$ cat src/rtl/riscy_io_pkg.sv
// Shared IO-space constants and the UART transmitter state encoding.
package riscy_io_pkg;

  localparam int unsigned IO_SELECT_BIT   = 22;
  localparam int unsigned UART_DATA_BIT   = 3;
  localparam int unsigned UART_STATUS_BIT = 4;

  localparam int unsigned STATUS_FULL = 0;
  localparam int unsigned STATUS_BUSY = 1;
  localparam int unsigned STATUS_OVF  = 2;

  typedef enum logic [1:0] {
    StIdle,
    StStart,
    StData,
    StStop
  } uart_state_e;

endpackage

$ cat src/rtl/sync_fifo.sv
// Single-clock FIFO with synchronous active-high reset; the caller guarantees
// push only when not full (or popping) and pop only when not empty.
module sync_fifo #(
  parameter int unsigned Width = 8,
  parameter int unsigned Depth = 4,
  localparam int unsigned PtrW = $clog2(Depth),
  localparam int unsigned CntW = $clog2(Depth) + 1
) (
  input  logic             clk_i,
  input  logic             rst_i,
  input  logic             push_i,
  input  logic [Width-1:0] wdata_i,
  input  logic             pop_i,
  output logic [Width-1:0] rdata_o,
  output logic             full_o,
  output logic             empty_o,
  output logic [CntW-1:0]  count_o
);

  logic [Width-1:0] mem_q [Depth];
  logic [PtrW-1:0]  wptr_q, wptr_d;
  logic [PtrW-1:0]  rptr_q, rptr_d;
  logic [CntW-1:0]  count_q, count_d;

  always_comb begin
    wptr_d  = wptr_q;
    rptr_d  = rptr_q;
    count_d = count_q;
    if (push_i) wptr_d = wptr_q + 1'b1;
    if (pop_i)  rptr_d = rptr_q + 1'b1;
    unique case ({push_i, pop_i})
      2'b10:   count_d = count_q + 1'b1;
      2'b01:   count_d = count_q - 1'b1;
      default: count_d = count_q;
    endcase
  end

  always_ff @(posedge clk_i) begin
    if (rst_i) begin
      wptr_q  <= '0;
      rptr_q  <= '0;
      count_q <= '0;
    end else begin
      wptr_q  <= wptr_d;
      rptr_q  <= rptr_d;
      count_q <= count_d;
    end
  end

  // Storage needs no reset; validity is tracked by count_q.
  always_ff @(posedge clk_i) begin
    if (push_i) mem_q[wptr_q] <= wdata_i;
  end

  assign rdata_o = mem_q[rptr_q];
  assign full_o  = (count_q == CntW'(Depth));
  assign empty_o = (count_q == '0);
  assign count_o = count_q;

endmodule

$ cat src/rtl/io_uart_tx.sv
// Memory-mapped 8N1 UART transmitter: IO-bus decode, overflow/status register,
// byte FIFO and serialiser with registered tx output.
module io_uart_tx
  import riscy_io_pkg::*;
#(
  parameter int unsigned CLKS_PER_BIT = 4,
  parameter int unsigned FIFO_DEPTH   = 4
) (
  input  logic        CLK,
  input  logic        RESET,
  input  logic [31:0] ADDR,
  input  logic [31:0] WDATA,
  input  logic [4:0]  WMASK,
  output logic [31:0] rdata,
  output logic        tx
);

  localparam int unsigned BitCntW  = $clog2(CLKS_PER_BIT);
  localparam int unsigned FifoCntW = $clog2(FIFO_DEPTH) + 1;

  uart_state_e        state_q, state_d;
  logic [BitCntW-1:0] cnt_q, cnt_d;
  logic [2:0]         idx_q, idx_d;
  logic [7:0]         shift_q, shift_d;
  logic               tx_q, tx_d;
  logic               ovf_q, ovf_d;
  logic [31:0]        rdata_q, rdata_d;

  logic                io_sel, data_wr, status_rd;
  logic                push, pop, ovf_set, busy, bit_last;
  logic                fifo_full, fifo_empty;
  logic [7:0]          fifo_head;
  logic [FifoCntW-1:0] fifo_count;
  logic [2:0]          status;
  logic                unused_bits;

  assign io_sel    = ADDR[IO_SELECT_BIT];
  assign data_wr   = io_sel & ADDR[UART_DATA_BIT] & WMASK[0];
  assign status_rd = io_sel & ADDR[UART_STATUS_BIT];

  // A pop on the same edge frees a slot, so a write to a full FIFO still lands.
  assign push    = data_wr & (~fifo_full | pop);
  assign ovf_set = data_wr & fifo_full & ~pop;
  assign busy    = ~fifo_empty | (state_q != StIdle);
  assign ovf_d   = ovf_set | (ovf_q & ~status_rd);

  always_comb begin
    status              = '0;
    status[STATUS_FULL] = fifo_full;
    status[STATUS_BUSY] = busy;
    status[STATUS_OVF]  = ovf_q;
  end

  assign rdata_d = status_rd ? {29'b0, status} : 32'h0;

  sync_fifo #(
    .Width(8),
    .Depth(FIFO_DEPTH)
  ) u_fifo (
    .clk_i  (CLK),
    .rst_i  (RESET),
    .push_i (push),
    .wdata_i(WDATA[7:0]),
    .pop_i  (pop),
    .rdata_o(fifo_head),
    .full_o (fifo_full),
    .empty_o(fifo_empty),
    .count_o(fifo_count)
  );

  assign bit_last = (cnt_q == BitCntW'(CLKS_PER_BIT - 1));

  always_comb begin
    state_d = state_q;
    cnt_d   = cnt_q;
    idx_d   = idx_q;
    shift_d = shift_q;
    pop     = 1'b0;
    tx_d    = 1'b1;
    unique case (state_q)
      StIdle: begin
        if (!fifo_empty) begin
          pop     = 1'b1;
          shift_d = fifo_head;
          cnt_d   = '0;
          state_d = StStart;
        end
      end
      StStart: begin
        tx_d = 1'b0;
        if (bit_last) begin
          cnt_d   = '0;
          idx_d   = '0;
          state_d = StData;
        end else begin
          cnt_d = cnt_q + 1'b1;
        end
      end
      StData: begin
        tx_d = shift_q[0];
        if (bit_last) begin
          cnt_d   = '0;
          shift_d = shift_q >> 1;
          if (idx_q == 3'd7) state_d = StStop;
          else               idx_d   = idx_q + 1'b1;
        end else begin
          cnt_d = cnt_q + 1'b1;
        end
      end
      StStop: begin
        if (bit_last) begin
          cnt_d = '0;
          // Chain straight into the next start bit when more data is queued.
          if (!fifo_empty) begin
            pop     = 1'b1;
            shift_d = fifo_head;
            state_d = StStart;
          end else begin
            state_d = StIdle;
          end
        end else begin
          cnt_d = cnt_q + 1'b1;
        end
      end
      default: state_d = StIdle;
    endcase
  end

  always_ff @(posedge CLK) begin
    if (RESET) begin
      state_q <= StIdle;
      cnt_q   <= '0;
      idx_q   <= '0;
      shift_q <= '0;
      tx_q    <= 1'b1;
      ovf_q   <= 1'b0;
      rdata_q <= '0;
    end else begin
      state_q <= state_d;
      cnt_q   <= cnt_d;
      idx_q   <= idx_d;
      shift_q <= shift_d;
      tx_q    <= tx_d;
      ovf_q   <= ovf_d;
      rdata_q <= rdata_d;
    end
  end

  assign tx    = tx_q;
  assign rdata = rdata_q;

  assign unused_bits = ^{ADDR[31:23], ADDR[21:5], ADDR[2:0], WDATA[31:8], WMASK[4:1],
                         fifo_count};

endmodule

$ cat config.mk
export PLATFORM = sky130hd
export DESIGN_NAME = io_uart_tx
export DESIGN_NICKNAME = d
export VERILOG_FILES = /design/src/rtl/riscy_io_pkg.sv /design/src/rtl/sync_fifo.sv /design/src/rtl/io_uart_tx.sv
export SDC_FILE = /design/constraint.sdc
export NUM_CORES = 1
export LEC_CHECK = 0
export BUFFER_PORTS_ARGS = -buffer_cell sky130_fd_sc_hd__buf_2
export CAP_MARGIN = 30
export CORE_MARGIN = 2
export CORE_UTILIZATION = 48
export DETAILED_ROUTE_END_ITERATION = 8
export GPL_ROUTABILITY_DRIVEN = 0
export MAX_ROUTING_LAYER = met4
export PLACE_DENSITY = 0.85
export SETUP_SLACK_MARGIN = 0.2
export SLEW_MARGIN = 0
export SYNTH_ARGS = -nofsm -noshare
export SYNTH_HDL_FRONTEND = slang
export SYNTH_HIERARCHICAL = 1
export SYNTH_SLANG_ARGS = --single-unit
$ cat constraint.sdc
create_clock -name CLK -period 4.7 [get_ports CLK]
set_input_delay 0.235 -clock CLK [delete_from_list [all_inputs] [get_ports CLK]]
set_output_delay 0.235 -clock CLK [all_outputs]
set_load 0.01 [all_outputs]
# [After elaboration in Yosys (flattened, before gate mapping)]
# Memories as Yosys holds them, arrays and structs flattened. A register that Yosys moved wholly into a read port is not among the register bits.
# Cells that the tools add are included.
[op_classes] n_addsub=6 eq_ne=14 muxes=27 n_bitwise=14 reduce_logical=11
[ops] cell="two-way mux 8 bit" count=3
[ops] cell="case mux 8 bit (3 select lines)" count=1
[ops] cell="two-way mux 2 bit" count=9
[ops] cell="!= test 2 bit (second input constant)" count=6
[ops] cell="case mux 3 bit (2 select lines)" count=2
[ops] cell="two-way mux 3 bit" count=3
[ops] cell="equality test 2 bit (second input constant)" count=4
[ops] cell="case mux 2 bit (4 select lines)" count=1
[ops] cell="AND 1 bit" count=7
[ops] cell="adder 2 x 1 -> 2 bit (second input constant)" count=3
[ops] cell="adder 3 x 1 -> 3 bit (second input constant)" count=2
[ops] cell="equality test 3 bit (second input constant)" count=2
[ops] cell="nonzero test 2 bit" count=3
[ops] cell="two-way mux 1 bit" count=5
[ops] cell="AND reduction 5 bit" count=1
[ops] cell="equality test 2 x 1 -> 1 bit (second input constant)" count=2
[ops] cell="NOT 1 bit" count=4
[ops] cell="case mux 1 bit (2 select lines)" count=2
[ops] cell="case mux 2 bit (2 select lines)" count=1
[ops] cell="AND reduction 4 bit" count=1
[ops] cell="zero test 3 bit" count=1
[ops] cell="bitwise OR 1 bit" count=3
[ops] cell="AND reduction 3 bit" count=1
[ops] cell="nonzero test 3 bit" count=1
[ops] cell="other kinds (4)" count=4
[totals] regBits=56 ram_bits=32 inputBits=71 output_inout_bits=33 wordCells=84 memories=1
[memory_table] memory="u_fifo.mem_q" depth=4 word_bits=8 read_ports=1 rd_ports_with_merged_regs=1 write_ports=1 line_no="sync_fifo.sv:20" text="logic [Width-1:0] mem_q [Depth];"

# [Depth between registers and ports, before layout]
[logic_depth] ltp_word=8 mapped_depth=12

# [By module]
# Netlist, hierarchy kept.
[by_module_without_submodules] mod="sync_fifo" n_inst=1 cells_each=89 area_each_um2=1591.5 seq_area_each_um2=1141.1
[by_module_without_submodules] mod="io_uart_tx" n_inst=1 cells_each=148 area_each_um2=1322.5 seq_area_each_um2=400.4

# [Worst setup path after synthesis]
# OpenSTA, ideal clock, no wires.
[synth_path] path_type="register to register" start="register state_q[0]" end="register u_fifo.count_q[2], in the netlist u_fifo/count_o[2]" setup_time_ps=70 arrival_time_ps=2434 required_time_ps=4630 slack_ps=2196 path_stages_with_launch=10 n_path_buf=0 cell_sequence="dfxtp_1 -> inv_1 -> ha_1 -> nor3_1 -> ha_1 -> inv_1 -> fa_1 -> xor2_1 -> or3_1 -> a21oi_1"
[synth_via] elab_chain_cells=6
[synth_lines] element="start: declaration" line_no="io_uart_tx.sv:21" text="uart_state_e state_q, state_d;"
[synth_lines] element="start signal: assignment" line_no="io_uart_tx.sv:131" text="state_q <= StIdle;"
[synth_lines] element="start signal: assignment" line_no="io_uart_tx.sv:139" text="state_q <= state_d;"
[synth_lines] element="equality test 2 bit or zero test 2 bit (tied branches)" line_no="io_uart_tx.sv:80" text="unique case (state_q)"
[synth_lines] element="case mux 1 bit (2 select lines) (*)" line_no="io_uart_tx.sv:80"
[synth_lines] element="via pop" line_no="io_uart_tx.sv:30" text="logic push, pop, ovf_set, busy, bit_last;"
[synth_lines] element="bitwise OR 1 bit" line_no="io_uart_tx.sv:42" text="assign push = data_wr & (~fifo_full | pop);"
[synth_lines] element="AND 1 bit" line_no="io_uart_tx.sv:42"
[synth_lines] element="equality test 2 x 1 -> 1 bit or equality test 2 bit (tied branches)" line_no="sync_fifo.sv:31" text="unique case ({push_i, pop_i})"
[synth_lines] element="case mux 3 bit (2 select lines) or nonzero test 2 bit (tied branches)"
[synth_lines] element="end signal: assignment" line_no="sync_fifo.sv:46" text="count_q <= count_d;"
[synth_lines] element="end: declaration" line_no="sync_fifo.sv:23" text="logic [CntW-1:0] count_q, count_d;"
# The timed path passes the listed nets; every way through them passes the cells marked *.
# A chain may end at the register's enable or synchronous reset.

# [Final worst setup path]
[layout_path] start="register state_q[0]" end="register u_fifo.count_q[2], in the netlist u_fifo/count_o[2]"
[layout_via] elab_chain_cells=6
[layout_lines] element="equality test 2 bit or zero test 2 bit (tied branches)" line_no="io_uart_tx.sv:80"
[layout_lines] element="case mux 1 bit (2 select lines) (*)" line_no="io_uart_tx.sv:80"
[layout_lines] element="via pop" line_no="io_uart_tx.sv:30"
[layout_lines] element="bitwise OR 1 bit (*)" line_no="io_uart_tx.sv:42"
[layout_lines] element="AND 1 bit (*)" line_no="io_uart_tx.sv:42"
[layout_lines] element="via push" line_no="io_uart_tx.sv:30"
[layout_lines] element="equality test 2 x 1 -> 1 bit or equality test 2 bit (tied branches)" line_no="sync_fifo.sv:31"
[layout_lines] element="case mux 3 bit (2 select lines) or nonzero test 2 bit (tied branches)"
# Marks and branches as above.

==> flow_metrics.tcl <==
set metrics [dict create \
    cts_buffer_depth 2 \
    min_path_type "input pin to flip-flop" \
    nets 338 \
    tightest_slew_ns 0.7317 \
    p_per_area_mw_per_mm2 552.5 \
    critPathLaunchType "flip-flop" \
    via_count 1703 \
    ios 104 \
    post_cts_buffers 0 \
    timing.rr.start "state_q[0]" \
    syn_area_per_cell_um2 12.30 \
    antenna_cells 0 \
    cp_max_fo 7 \
    crit_family "simple AND/OR/NAND/NOR gates" \
    io_buffer_count 17 \
    drc 0 \
    worst_hold_path.endpoint "u_fifo/mem_q[0][5]" \
    ctsResizeCount 0 \
    avgViaCountPerCell 5.114 \
    die_area_mm2 0.006710 \
    grt.total_usage_pct 16.16 \
    crit_chain "inv_1 > ha_1 > nor3_1 > o21ba_2 > inv_1 > ha_1 > inv_1 > fa_1 > xor2_1 > or3_1 > a21oi_1" \
    whs_path_depth 1 \
    final_area_mm2 0.003143 \
    total_power_mw 1.737 \
    crit_path_end_kind "flip-flop" \
    final.period_utilization_pct 58.99 \
    cp.required_ns 4.96 \
    cpMaxStageDelayCell "nor3_1" \
    syn_to_final_growth_pct 7.857 \
    start_util_pct 49.51 \
    grt_max_degree 27 \
    skew_ns 0.007270 \
    worstSkewPairLatency_ns 0.33 \
    path_clk_slew_ns 0.06 \
    gr-total-overflow 0 \
    peakVddDrop_mv 0.2944 \
    synth_cell_types 43 \
    r2r_slack_ns 1.93 \
    cts_tree "yes" \
    die_x_um 81.92 \
    drtPass1Iterations 4 \
    cts-htree-levels 3 \
    status "complete, no violations" \
    slew_viol_final 0 \
    rsz0062_at_grt "false" \
    ys_seq_elements 61 \
    path_class "flip-flop to flip-flop" \
    drive_above_1_share_pct 18.99 \
    r2r-end "u_fifo/count_o[2]" \
    drtIter0Drc 82 \
    antenna_found_initial 0 \
    synth.cell_area_mm2 0.002914 \
    placementRows 28 \
    placed_area_mm2 0.002913 \
    die_y_um 81.92 \
    routedWlPerCell_um 13.73 \
    grt_pass1_wl_um 7714 \
    cp.buffers_inverters 3 \
    critPathMostFrequentCell "inv_1" \
    path_depth 11 \
    hold_path_startpoint "WDATA[5]" \
    numClockSinks 61 \
    drt.antenna.violating_nets 0 \
    period_needed_ns 2.773 \
    hpwl_um 3074 \
    ys.flop_type "edfxtp_1" \
    synth_edf_count 32 \
    tns_ns 0 \
    setup_viol_count_final 0 \
    max_stage_delay_ns 0.51 \
    maxSlewHeadroom_pct 51.22 \
    arrival_ns 3.03 \
    numCtsBuffers 9 \
    synthArstFlopShare_pct 0 \
    cts-root-buf "clkbuf_8" \
    ys_seq_area_share_pct 52.90 \
    wl_um 4573 \
    synth_cells 237 \
    core_area_mm2 0.005886 \
    drv_cap 0 \
    fmax_mhz 360.7 \
    grt_pass1_vias 1592 \
    finalHoldViolCount 0 \
    leakagePower_nw 1.163 \
    yosysWarnings 6 \
    r2r_cells 11 \
    postCtsHoldBufs 0 \
]
[cell type report]
| class | count | area (um^2) |
|---|---|---|
| Fill cell | 477 | 2743 |
| Sequential cell | 61 | 1541 |
| Multi-Input combinational cell | 152 | 1147 |
| Clock buffer | 11 | 131.4 |
| Clock inverter | 5 | 98.84 |
| Tap cell | 75 | 93.84 |
| Timing Repair Buffer | 17 | 85.08 |
| Inverter | 12 | 45.04 |
[per-layer routing]
metal / global-route usage (%) / share of wire, %
met1: 19.44 / 44
met2: 24.88 / 50
met5: - / 0
met4: 6.000 / 0.79
met3: 6.044 / 5.7
[synthesized netlist by cell type, types with 2 or more instances]
cell,count,area [um^2]
a21oi_1,9,45.04
a31oi_1,7,43.79
and2_1,6,37.54
buf_1,2,7.510
buf_2,2,10.01
buf_4,29,217.7
buf_6,3,33.78
clkbuf_1,3,11.26
dfxtp_1,29,580.6
edfxtp_1,32,960.9
ha_1,13,162.7
inv_1,11,41.29
mux2_2,7,78.83
mux2i_1,4,40.04
mux4_2,8,180.2
nand2_1,8,30.03
nand3_1,2,10.01
nand4_1,3,18.77
nor2_1,9,33.78
nor2b_1,4,25.02
nor3_1,11,55.05
nor4_1,7,43.79
o31ai_1,5,37.54
xnor2_1,2,17.52
xor2_1,3,26.28
[kinds of logic (layout without fill, tap and decap cells)]
group / count (synthesis) / after routing / synth area share, %
flip-flops: 61 / 61 / 52.90
AND/OR/NAND/NOR: 58 / 58 / 10.78
buffers and inverters: 52 / 45 / 11.34
AO/OA/AOI/OAI: 27 / 27 / 6.827
multiplexers: 19 / 19 / 10.26
adder cells (fa/ha/maj): 14 / 14 / 6.269
XOR/XNOR: 5 / 5 / 1.503
other: 1 / 29 / 0.1287
[report_power, final]
part           leakage (nW)  internal [mW]  switching [mW]  total [mW]
Combinational         0.523          0.224           0.304       0.529
Sequential            0.525          0.619          0.0446       0.663
Clock                 0.115          0.350           0.194       0.544
Total                  1.16           1.19           0.543        1.74
[per-stage QoR]
stage | setup WS (ns) | hold WS [ns] | util [%] | std cells
2_1_floorplan | 2.196 | 0.3339 | - | 265
3_3_place_gp | 2.002 | 0.4441 | 49.49 | 317
3_5_place_dp | 1.933 | 0.4513 | 49.49 | 317
4_1_cts | 1.909 | 0.09828 | 53.40 | 333
5_1_grt | 1.682 | 0.09021 | 53.40 | 333
6_report | 1.927 | 0.1153 | 53.40 | 333
[flip-flops by register name (all words and copies together), names as in the netlist, named ones only]
signal / cells
ovf_q: 1
cnt_q: 2
u_fifo/rptr_q: 2
u_fifo/wptr_q: 2
rdata: 3
state_q: 2
u_fifo/count_o: 3
u_fifo/mem_q: 32
shift_q: 8
idx_q: 3
tx: 1
[worst max-delay path by stage]
stage,slack [ns],from,endpoint
global placement,2.00,state_q[0],u_fifo/count_o[2]
CTS,1.91,state_q[0],u_fifo/count_o[2]
floorplan,2.20,state_q[0],u_fifo/count_o[2]
finish,1.93,state_q[0],u_fifo/count_o[2]
global route,1.68,state_q[0],u_fifo/count_o[2]
detailed placement,1.93,state_q[0],u_fifo/count_o[2]
[placed cells by master, fill, tap and decap left out, types with 3 or more instances in the layout]
| cell type | netlist | layout |
|---|---|---|
| edfxtp_1 | 32 | 32 |
| conb_1 | 1 | 29 |
| dfxtp_1 | 29 | 29 |
| buf_2 | 2 | 17 |
| ha_1 | 13 | 13 |
| inv_1 | 11 | 11 |
| nor3_1 | 11 | 11 |
| a21oi_1 | 9 | 9 |
| nor2_1 | 9 | 9 |
| clkbuf_8 | 0 | 9 |
| nand2_1 | 8 | 8 |
| mux4_2 | 8 | 8 |
| a31oi_1 | 7 | 7 |
| mux2_2 | 7 | 7 |
| nor4_1 | 7 | 7 |
| and2_1 | 6 | 6 |
| o31ai_1 | 5 | 5 |
| nor2b_1 | 4 | 4 |
| mux2i_1 | 4 | 4 |
| nand4_1 | 3 | 3 |
| bufinv_16 | 0 | 3 |
| xor2_1 | 3 | 3 |
No activity file was read; power rests on OpenSTA's default activity.
